==> config.mk <==
export PLATFORM = sky130hd
export DESIGN_NAME = tri_scan_driver_flat
export DESIGN_NICKNAME = d
export VERILOG_FILES = /design/src/rtl/tri_scan_driver_if.sv /design/src/rtl/tri_scan_driver.sv /design/src/flat_wrapper.sv
export SDC_FILE = /design/constraint.sdc
export NUM_CORES = 1
export LEC_CHECK = 0
export BUFFER_PORTS_ARGS = -buffer_cell sky130_fd_sc_hd__buf_2
export CAP_MARGIN = 25
export CORE_MARGIN = 3
export CORE_UTILIZATION = 50
export DETAILED_ROUTE_END_ITERATION = 16
export PLACE_DENSITY = 0.74
export SKIP_CTS_REPAIR_TIMING = 1
export SLEW_MARGIN = 20
export SYNTH_ARGS = -nofsm -noshare
export SYNTH_HDL_FRONTEND = slang
export SYNTH_SLANG_ARGS = --single-unit
export TNS_END_PERCENT = 100
==> constraint.sdc <==
create_clock -name clk -period 7 [get_ports clk]
set_input_delay 1.4 -clock clk [delete_from_list [all_inputs] [get_ports clk]]
set_output_delay 1.4 -clock clk [all_outputs]
set_load 0.02 [all_outputs]
==> src/rtl/tri_scan_driver_if.sv <==
// Triangle-in / setup-operand / pixel-out bundle between the scan driver (slave) and its environment (master).
interface tri_scan_driver_if;
  logic              tri_valid;
  logic              tri_ready;
  logic [8:0]        v0x, v1x, v2x;
  logic [6:0]        v0y, v1y, v2y;
  logic [6:0]        v1z, v2z;

  logic [8:0]        ax;
  logic [6:0]        ay;
  logic signed [7:0] abx;
  logic signed [8:0] aby;
  logic [6:0]        bz;
  logic signed [7:0] acx;
  logic signed [8:0] acy;
  logic [6:0]        cz;

  logic              pix_valid;
  logic              pix_ready;
  logic [9:0]        x;
  logic [9:0]        y;
  logic              pix_last;

  modport master (
    output tri_valid, v0x, v1x, v2x, v0y, v1y, v2y, v1z, v2z, pix_ready,
    input  tri_ready, ax, ay, abx, aby, bz, acx, acy, cz, pix_valid, x, y, pix_last
  );

  modport slave (
    input  tri_valid, v0x, v1x, v2x, v0y, v1y, v2y, v1z, v2z, pix_ready,
    output tri_ready, ax, ay, abx, aby, bz, acx, acy, cz, pix_valid, x, y, pix_last
  );
endinterface

==> src/rtl/tri_scan_driver.sv <==
// Rasterizer front end: latches a triangle, derives setup operands and a screen-clipped box, walks it in raster order.
// First pixel 2 cycles after accept; pix_ready low freezes x/y/pix_last; no new triangle is taken while busy.
module tri_scan_driver #(
  parameter int X_LIMIT = 512,
  parameter int Y_LIMIT = 128
) (
  input  logic             clk,
  input  logic             rst_n,
  tri_scan_driver_if.slave bus,
  output logic             busy,
  output logic             done,
  output logic             reject
);
  localparam logic [9:0] X_MAX_CLIP = 10'(X_LIMIT - 1);
  localparam logic [9:0] Y_MAX_CLIP = 10'(Y_LIMIT - 1);

  typedef enum logic [1:0] {IDLE, SETUP, SCAN} state_t;
  state_t state_q, state_d;

  logic [8:0]        v0x_q, v1x_q, v2x_q;
  logic [6:0]        v0y_q, v1y_q, v2y_q;
  logic [6:0]        v1z_q, v2z_q;

  logic [8:0]        ax_q;
  logic [6:0]        ay_q, bz_q, cz_q;
  logic signed [7:0] abx_q, acx_q;
  logic signed [8:0] aby_q, acy_q;

  logic [9:0]        x_q, y_q;
  logic [9:0]        xmin_q, xmax_q, ymax_q;
  logic              done_q;

  logic              tri_ready_c, pix_valid_c, reject_c, empty_done;
  logic              accept, pix_hs, x_at_end, y_at_end, at_last;
  logic              setup_go, scan_go;

  logic signed [9:0] dxb, dxc;
  logic signed [8:0] dyb, dyc;
  logic              dx_ok;
  logic [9:0]        xmin_c, xmax_raw, xmax_c;
  logic [9:0]        ymin_c, ymax_raw, ymax_c;
  logic              box_empty;

  function automatic logic [9:0] min3(input logic [9:0] a, input logic [9:0] b, input logic [9:0] c);
    logic [9:0] m;
    m = (a < b) ? a : b;
    return (c < m) ? c : m;
  endfunction

  function automatic logic [9:0] max3(input logic [9:0] a, input logic [9:0] b, input logic [9:0] c);
    logic [9:0] m;
    m = (a > b) ? a : b;
    return (c > m) ? c : m;
  endfunction

  assign dxb = $signed({1'b0, v1x_q}) - $signed({1'b0, v0x_q});
  assign dxc = $signed({1'b0, v2x_q}) - $signed({1'b0, v0x_q});
  assign dyb = $signed({2'b00, v1y_q}) - $signed({2'b00, v0y_q});
  assign dyc = $signed({2'b00, v2y_q}) - $signed({2'b00, v0y_q});

  // An x delta is usable only if it sign-extends cleanly from the 8-bit operand width.
  assign dx_ok = ((dxb[9:7] == 3'b000) || (dxb[9:7] == 3'b111)) &&
                 ((dxc[9:7] == 3'b000) || (dxc[9:7] == 3'b111));

  assign xmin_c   = min3({1'b0, v0x_q}, {1'b0, v1x_q}, {1'b0, v2x_q});
  assign xmax_raw = max3({1'b0, v0x_q}, {1'b0, v1x_q}, {1'b0, v2x_q});
  assign xmax_c   = (xmax_raw > X_MAX_CLIP) ? X_MAX_CLIP : xmax_raw;
  assign ymin_c   = min3({3'b000, v0y_q}, {3'b000, v1y_q}, {3'b000, v2y_q});
  assign ymax_raw = max3({3'b000, v0y_q}, {3'b000, v1y_q}, {3'b000, v2y_q});
  assign ymax_c   = (ymax_raw > Y_MAX_CLIP) ? Y_MAX_CLIP : ymax_raw;
  assign box_empty = (xmin_c > xmax_c) || (ymin_c > ymax_c);

  assign x_at_end = (x_q == xmax_q);
  assign y_at_end = (y_q == ymax_q);
  assign at_last  = x_at_end && y_at_end;
  assign accept   = tri_ready_c && bus.tri_valid;
  assign pix_hs   = pix_valid_c && bus.pix_ready;
  assign setup_go = (state_q == SETUP) && dx_ok;
  assign scan_go  = setup_go && !box_empty;

  always_ff @(posedge clk or negedge rst_n) begin
    if (!rst_n) begin
      state_q <= IDLE;
    end else begin
      state_q <= state_d;
    end
  end

  always_comb begin
    state_d     = state_q;
    tri_ready_c = 1'b0;
    pix_valid_c = 1'b0;
    reject_c    = 1'b0;
    empty_done  = 1'b0;
    case (state_q)
      IDLE: begin
        tri_ready_c = rst_n;
        if (bus.tri_valid && rst_n) state_d = SETUP;
      end
      SETUP: begin
        if (!dx_ok) begin
          reject_c = 1'b1;
          state_d  = IDLE;
        end else if (box_empty) begin
          empty_done = 1'b1;
          state_d    = IDLE;
        end else begin
          state_d = SCAN;
        end
      end
      SCAN: begin
        pix_valid_c = 1'b1;
        if (bus.pix_ready && at_last) state_d = IDLE;
      end
      default: state_d = IDLE;
    endcase
  end

  always_ff @(posedge clk or negedge rst_n) begin
    if (!rst_n) begin
      v0x_q  <= '0;
      v1x_q  <= '0;
      v2x_q  <= '0;
      v0y_q  <= '0;
      v1y_q  <= '0;
      v2y_q  <= '0;
      v1z_q  <= '0;
      v2z_q  <= '0;
      ax_q   <= '0;
      ay_q   <= '0;
      abx_q  <= '0;
      aby_q  <= '0;
      bz_q   <= '0;
      acx_q  <= '0;
      acy_q  <= '0;
      cz_q   <= '0;
      x_q    <= '0;
      y_q    <= '0;
      xmin_q <= '0;
      xmax_q <= '0;
      ymax_q <= '0;
      done_q <= 1'b0;
    end else begin
      done_q <= 1'b0;
      if (accept) begin
        v0x_q <= bus.v0x;
        v1x_q <= bus.v1x;
        v2x_q <= bus.v2x;
        v0y_q <= bus.v0y;
        v1y_q <= bus.v1y;
        v2y_q <= bus.v2y;
        v1z_q <= bus.v1z;
        v2z_q <= bus.v2z;
      end
      // Setup operands are published even for an empty box; a rejected triangle leaves the previous set.
      if (setup_go) begin
        ax_q  <= v0x_q;
        ay_q  <= v0y_q;
        abx_q <= dxb[7:0];
        aby_q <= dyb;
        bz_q  <= v1z_q;
        acx_q <= dxc[7:0];
        acy_q <= dyc;
        cz_q  <= v2z_q;
      end
      if (scan_go) begin
        xmin_q <= xmin_c;
        xmax_q <= xmax_c;
        ymax_q <= ymax_c;
        x_q    <= xmin_c;
        y_q    <= ymin_c;
      end
      if (pix_hs) begin
        if (x_q < xmax_q) begin
          x_q <= x_q + 10'd1;
        end else if (y_q < ymax_q) begin
          x_q <= xmin_q;
          y_q <= y_q + 10'd1;
        end else begin
          done_q <= 1'b1;
        end
      end
    end
  end

  assign bus.tri_ready = tri_ready_c;
  assign bus.ax        = ax_q;
  assign bus.ay        = ay_q;
  assign bus.abx       = abx_q;
  assign bus.aby       = aby_q;
  assign bus.bz        = bz_q;
  assign bus.acx       = acx_q;
  assign bus.acy       = acy_q;
  assign bus.cz        = cz_q;
  assign bus.pix_valid = pix_valid_c;
  assign bus.x         = x_q;
  assign bus.y         = y_q;
  assign bus.pix_last  = pix_valid_c && at_last;

  assign busy   = (state_q != IDLE);
  assign done   = done_q || empty_done;
  assign reject = reject_c;
endmodule

==> src/flat_wrapper.sv <==
// flat-port wrapper written by rule: the top's interface ports become plain ports
module tri_scan_driver_flat 
#(
  parameter int X_LIMIT = 512,
  parameter int Y_LIMIT = 128
)
  (clk, rst_n, busy, done, reject, bus_tri_valid, bus_v0x, bus_v1x, bus_v2x, bus_v0y, bus_v1y, bus_v2y, bus_v1z, bus_v2z, bus_pix_ready, bus_tri_ready, bus_ax, bus_ay, bus_abx, bus_aby, bus_bz, bus_acx, bus_acy, bus_cz, bus_pix_valid, bus_x, bus_y, bus_pix_last);
  tri_scan_driver_if bus_i ();
  input  logic clk;
  input  logic rst_n;
  output logic busy;
  output logic done;
  output logic reject;
  input wire logic [$bits(bus_i.tri_valid)-1:0] bus_tri_valid;
  input wire logic [$bits(bus_i.v0x)-1:0] bus_v0x;
  input wire logic [$bits(bus_i.v1x)-1:0] bus_v1x;
  input wire logic [$bits(bus_i.v2x)-1:0] bus_v2x;
  input wire logic [$bits(bus_i.v0y)-1:0] bus_v0y;
  input wire logic [$bits(bus_i.v1y)-1:0] bus_v1y;
  input wire logic [$bits(bus_i.v2y)-1:0] bus_v2y;
  input wire logic [$bits(bus_i.v1z)-1:0] bus_v1z;
  input wire logic [$bits(bus_i.v2z)-1:0] bus_v2z;
  input wire logic [$bits(bus_i.pix_ready)-1:0] bus_pix_ready;
  output wire logic [$bits(bus_i.tri_ready)-1:0] bus_tri_ready;
  output wire logic [$bits(bus_i.ax)-1:0] bus_ax;
  output wire logic [$bits(bus_i.ay)-1:0] bus_ay;
  output wire logic [$bits(bus_i.abx)-1:0] bus_abx;
  output wire logic [$bits(bus_i.aby)-1:0] bus_aby;
  output wire logic [$bits(bus_i.bz)-1:0] bus_bz;
  output wire logic [$bits(bus_i.acx)-1:0] bus_acx;
  output wire logic [$bits(bus_i.acy)-1:0] bus_acy;
  output wire logic [$bits(bus_i.cz)-1:0] bus_cz;
  output wire logic [$bits(bus_i.pix_valid)-1:0] bus_pix_valid;
  output wire logic [$bits(bus_i.x)-1:0] bus_x;
  output wire logic [$bits(bus_i.y)-1:0] bus_y;
  output wire logic [$bits(bus_i.pix_last)-1:0] bus_pix_last;
  assign bus_i.tri_valid = bus_tri_valid;
  assign bus_i.v0x = bus_v0x;
  assign bus_i.v1x = bus_v1x;
  assign bus_i.v2x = bus_v2x;
  assign bus_i.v0y = bus_v0y;
  assign bus_i.v1y = bus_v1y;
  assign bus_i.v2y = bus_v2y;
  assign bus_i.v1z = bus_v1z;
  assign bus_i.v2z = bus_v2z;
  assign bus_i.pix_ready = bus_pix_ready;
  assign bus_tri_ready = bus_i.tri_ready;
  assign bus_ax = bus_i.ax;
  assign bus_ay = bus_i.ay;
  assign bus_abx = bus_i.abx;
  assign bus_aby = bus_i.aby;
  assign bus_bz = bus_i.bz;
  assign bus_acx = bus_i.acx;
  assign bus_acy = bus_i.acy;
  assign bus_cz = bus_i.cz;
  assign bus_pix_valid = bus_i.pix_valid;
  assign bus_x = bus_i.x;
  assign bus_y = bus_i.y;
  assign bus_pix_last = bus_i.pix_last;
  tri_scan_driver #(.X_LIMIT(X_LIMIT), .Y_LIMIT(Y_LIMIT)) u_core (.clk(clk), .rst_n(rst_n), .bus(bus_i), .busy(busy), .done(done), .reject(reject));
endmodule
==> flow_summary.yaml <==
layout:
  fin_nets: 1353
  stdcell_count: 1470
  fillers: 1635
  syn2layout_area_growth_pct: 21.3
  layout-drive-gt1-share_pct: 32.0
critical_path:
  r2r_setup_slack_ns: 0.87
  timing.rr.end: "u_core.bus.y[1]"
  cp.arrival_ns: 5.52
  crit_path_start_kind: "flop"
  required_ns: 5.60
  end_kind: "primary output"
  rr_startpoint: "u_core.v1x_q[0]"
  critPathMaxFanout: 8
  reg2reg_depth: 24
  startpoint: "u_core.v1x_q[0]"
  crit_type: "flop to primary output"
global_route:
  grtUsageTotal_pct: 23.4
  grt_pass1_wl_um: 41800
  antenna_found_initial: 3
  grt_max_degree: 74
  overflow: 0
  grt_pass1_vias: 8164
clocking:
  h-tree-depth: 4
  clkSinkCount: 172
  clk_pin_slew_worst_paths_ns: 0.07
  cts_root_buf: "clkbuf_16"
  insertion_delay_ns: 0.44
  cts_buffers: 17
  clock_path_buffers: 2
  cts_tree: "built"
synth:
  synth_top_area_share_pct: 41.2
  yosysSeqAreaShare_pct: 41.2
  netlist_top_cells_count: "172 x dfrtp_1, 98 x ha_1, 90 x mux2_2, 86 x inv_1, 63 x nand2_1"
  yosys_most_used_dff: "dfrtp_1"
  async_flop_share_pct: 100
  synth.most_common_cell: "dfrtp_1"
  ys_warn_count: 0
  synth_edf_count: 0
  synthCells: 1007
  synth.top_cells.by_area: "dfrtp_1 41%, ha_1 12%, mux2_2 9.7%, mux2i_1 4.0%, inv_1 3.1%"
  yosysUniqueCellTypes: 69
  synth-seq-cells: 172
  yosys.area.top_type: "dfrtp_1"
  syn_area_um2: 10500
  syn_area_per_cell_um2: 10.4
  syn-num-nets: 1175
run:
  cap_violations: 0
timing:
  tightest_slew_ns: 0.925
  tns_ns: 0
  slew_viol_final: 0
  finalHoldViolations: 0
  finalCritPeriodShare_pct: 98.9
  min_period_ns: 6.92
  skew_ns: 0.0130
  fmax_mhz: 144
  setup_violations: 0
  relSlewSlack_pct: 38.3
status:
  status: "finished, final reports clean"
route:
  drc: 0
  first_pass_iters: 5
  vias: 8349
  finalWirelength_um: 27200
  antenna_left: 0
  drt_iter0_drc: 646
  drt-vias-per-instance: 5.68
  wire_per_inst_um: 18.5
die:
  die_w_um: 151
  io_pins: 156
  fp.coreArea_um2: 20400
  dieArea_um2: 22700
  die_h_um: 151
  initial_core_util_pct: 51.3
  rows: 52
placement:
  dp.cells: 1419
  place_congestion: 0.903
  dp.final_hpwl_um: 19600
  io_buffer_count: 155
hold_path:
  min_to: "u_core.bus.ax[2]"
  min_from: "u_core.bus.ax[2]"
  hold_path.class: "flop to flop"
  holdPathStages: 1
## layout by cell type (no fill, tap or decap), types with 5 or more instances in the layout
cell type  instances
dfrtp_1          172
buf_2            153
ha_1              92
mux2_2            90
inv_1             86
nand2_1           63
o21ai_0           55
nor2_1            47
a21oi_1           46
buf_4             36
mux2i_1           28
nand3_1           17
a21o_1            17
clkbuf_16         17
xnor2_1           16
o21a_1            14
nor2b_1           12
nor3_1            12
nand4_1           11
and3_1            10
xor2_1            10
mux2_1            10
a22o_1             8
mux2i_4            7
mux2i_2            7
a31oi_1            7
inv_6              7
a21oi_2            6
nor3b_1            6
a221o_1            5
nand2b_1           5
and2_1             5
or3_1              5
nor4_1             5
a211o_1            5
## worst max-delay path by stage
stage | end | slack, ns | cells after the start
2_1_floorplan | done | 0.23 | 24
3_5_place_dp | done | 0.05 | 22
6_report | done | 0.08 | 24
3_3_place_gp | done | 0.19 | 21
4_1_cts | done | -0.44 | 22
5_1_grt | done | -0.15 | 24
## state kept, by name, summed over array words and instances, names as in the netlist
| signal | cells |
|---|---|
| u_core.v2x_q | 9 |
| u_core.bus.cz | 7 |
| u_core.bus.abx | 8 |
| u_core.xmax_q | 9 |
| u_core.v2z_q | 7 |
| u_core.v1z_q | 7 |
| u_core.done_q | 1 |
| u_core.v0y_q | 7 |
| u_core.v1x_q | 9 |
| u_core.ymax_q | 7 |
| u_core.bus.acx | 8 |
| u_core.bus.acy | 8 |
| u_core.bus.y | 10 |
| u_core.bus.aby | 8 |
| u_core.state_q | 2 |
| u_core.xmin_q | 9 |
| u_core.bus.ay | 7 |
| u_core.v2y_q | 7 |
| u_core.bus.bz | 7 |
| u_core.v0x_q | 9 |
| u_core.bus.ax | 9 |
| u_core.v1y_q | 7 |
| u_core.bus.x | 10 |
## worst max-delay path, cell delays in order (launching register included)
cell	delay [ns]
dfrtp_1	0.35
inv_1	0.07
ha_2	0.20
fa_2	0.35
and2b_2	0.25
o22ai_2	0.09
o211a_4	0.27
or2_4	0.28
buf_4	0.17
nor2_1	0.11
a21oi_1	0.07
ha_2	0.23
a2111oi_4	0.33
o21ai_2	0.11
a22o_1	0.27
a41oi_4	0.21
buf_12	0.18
mux2i_4	0.28
ha_4	0.17
nand4_1	0.10
or3_1	0.43
a31oi_4	0.18
inv_1	0.06
a21o_1	0.17
buf_4	0.16
## cell families (layout without fill, tap and decap cells)
kind of cell	count (synthesis)	after routing	share of synthesized area [%]
muxes	142	142	14.8
xor gates and xnor gates	26	26	2.18
and+or+nand+nor	224	225	10.7
adders and majority gates	102	102	12.5
buffers and inverters	122	311	4.69
AOI/OAI and AO/OA	219	220	14.0
other	0	2	0
DFF	172	172	41.2
## stage by stage
step                      hold slack, ns  setup WS (ns)  area, um2  utilization [%]
after detailed placement           0.467         0.0478      11600             56.9
after CTS                          0.482         -0.437      12200             59.7
final                              0.480         0.0792      12700             62.3
after floorplan                    0.449          0.235      10500                -
after global placement             0.460          0.186      11600             56.9
after global routing               0.502         -0.148      12700             62.3
## layout make-up
class | count | area, um2 | area share (%)
diodes | 2 | 5.00 | 0.0395
clock buffers | 19 | 453 | 3.57
clock inverters | 13 | 116 | 0.918
inverters | 86 | 323 | 2.55
multi-input cells | 715 | 6050 | 47.7
flip-flops and latches | 172 | 4300 | 33.9
well taps | 270 | 338 | 2.66
repair buffers | 193 | 1090 | 8.60
## metal layers
metal | global-route usage, % | wire, um
met1 | 30.2 | 11400
met2 | 39.3 | 13600
met3 | 4.15 | 1420
met4 | 9.07 | 762
met5 | 0 | 13
Power is left out: the tool's default activity adds up to more than one toggle a clock period on the data nets, which glitch-free logic cannot reach.
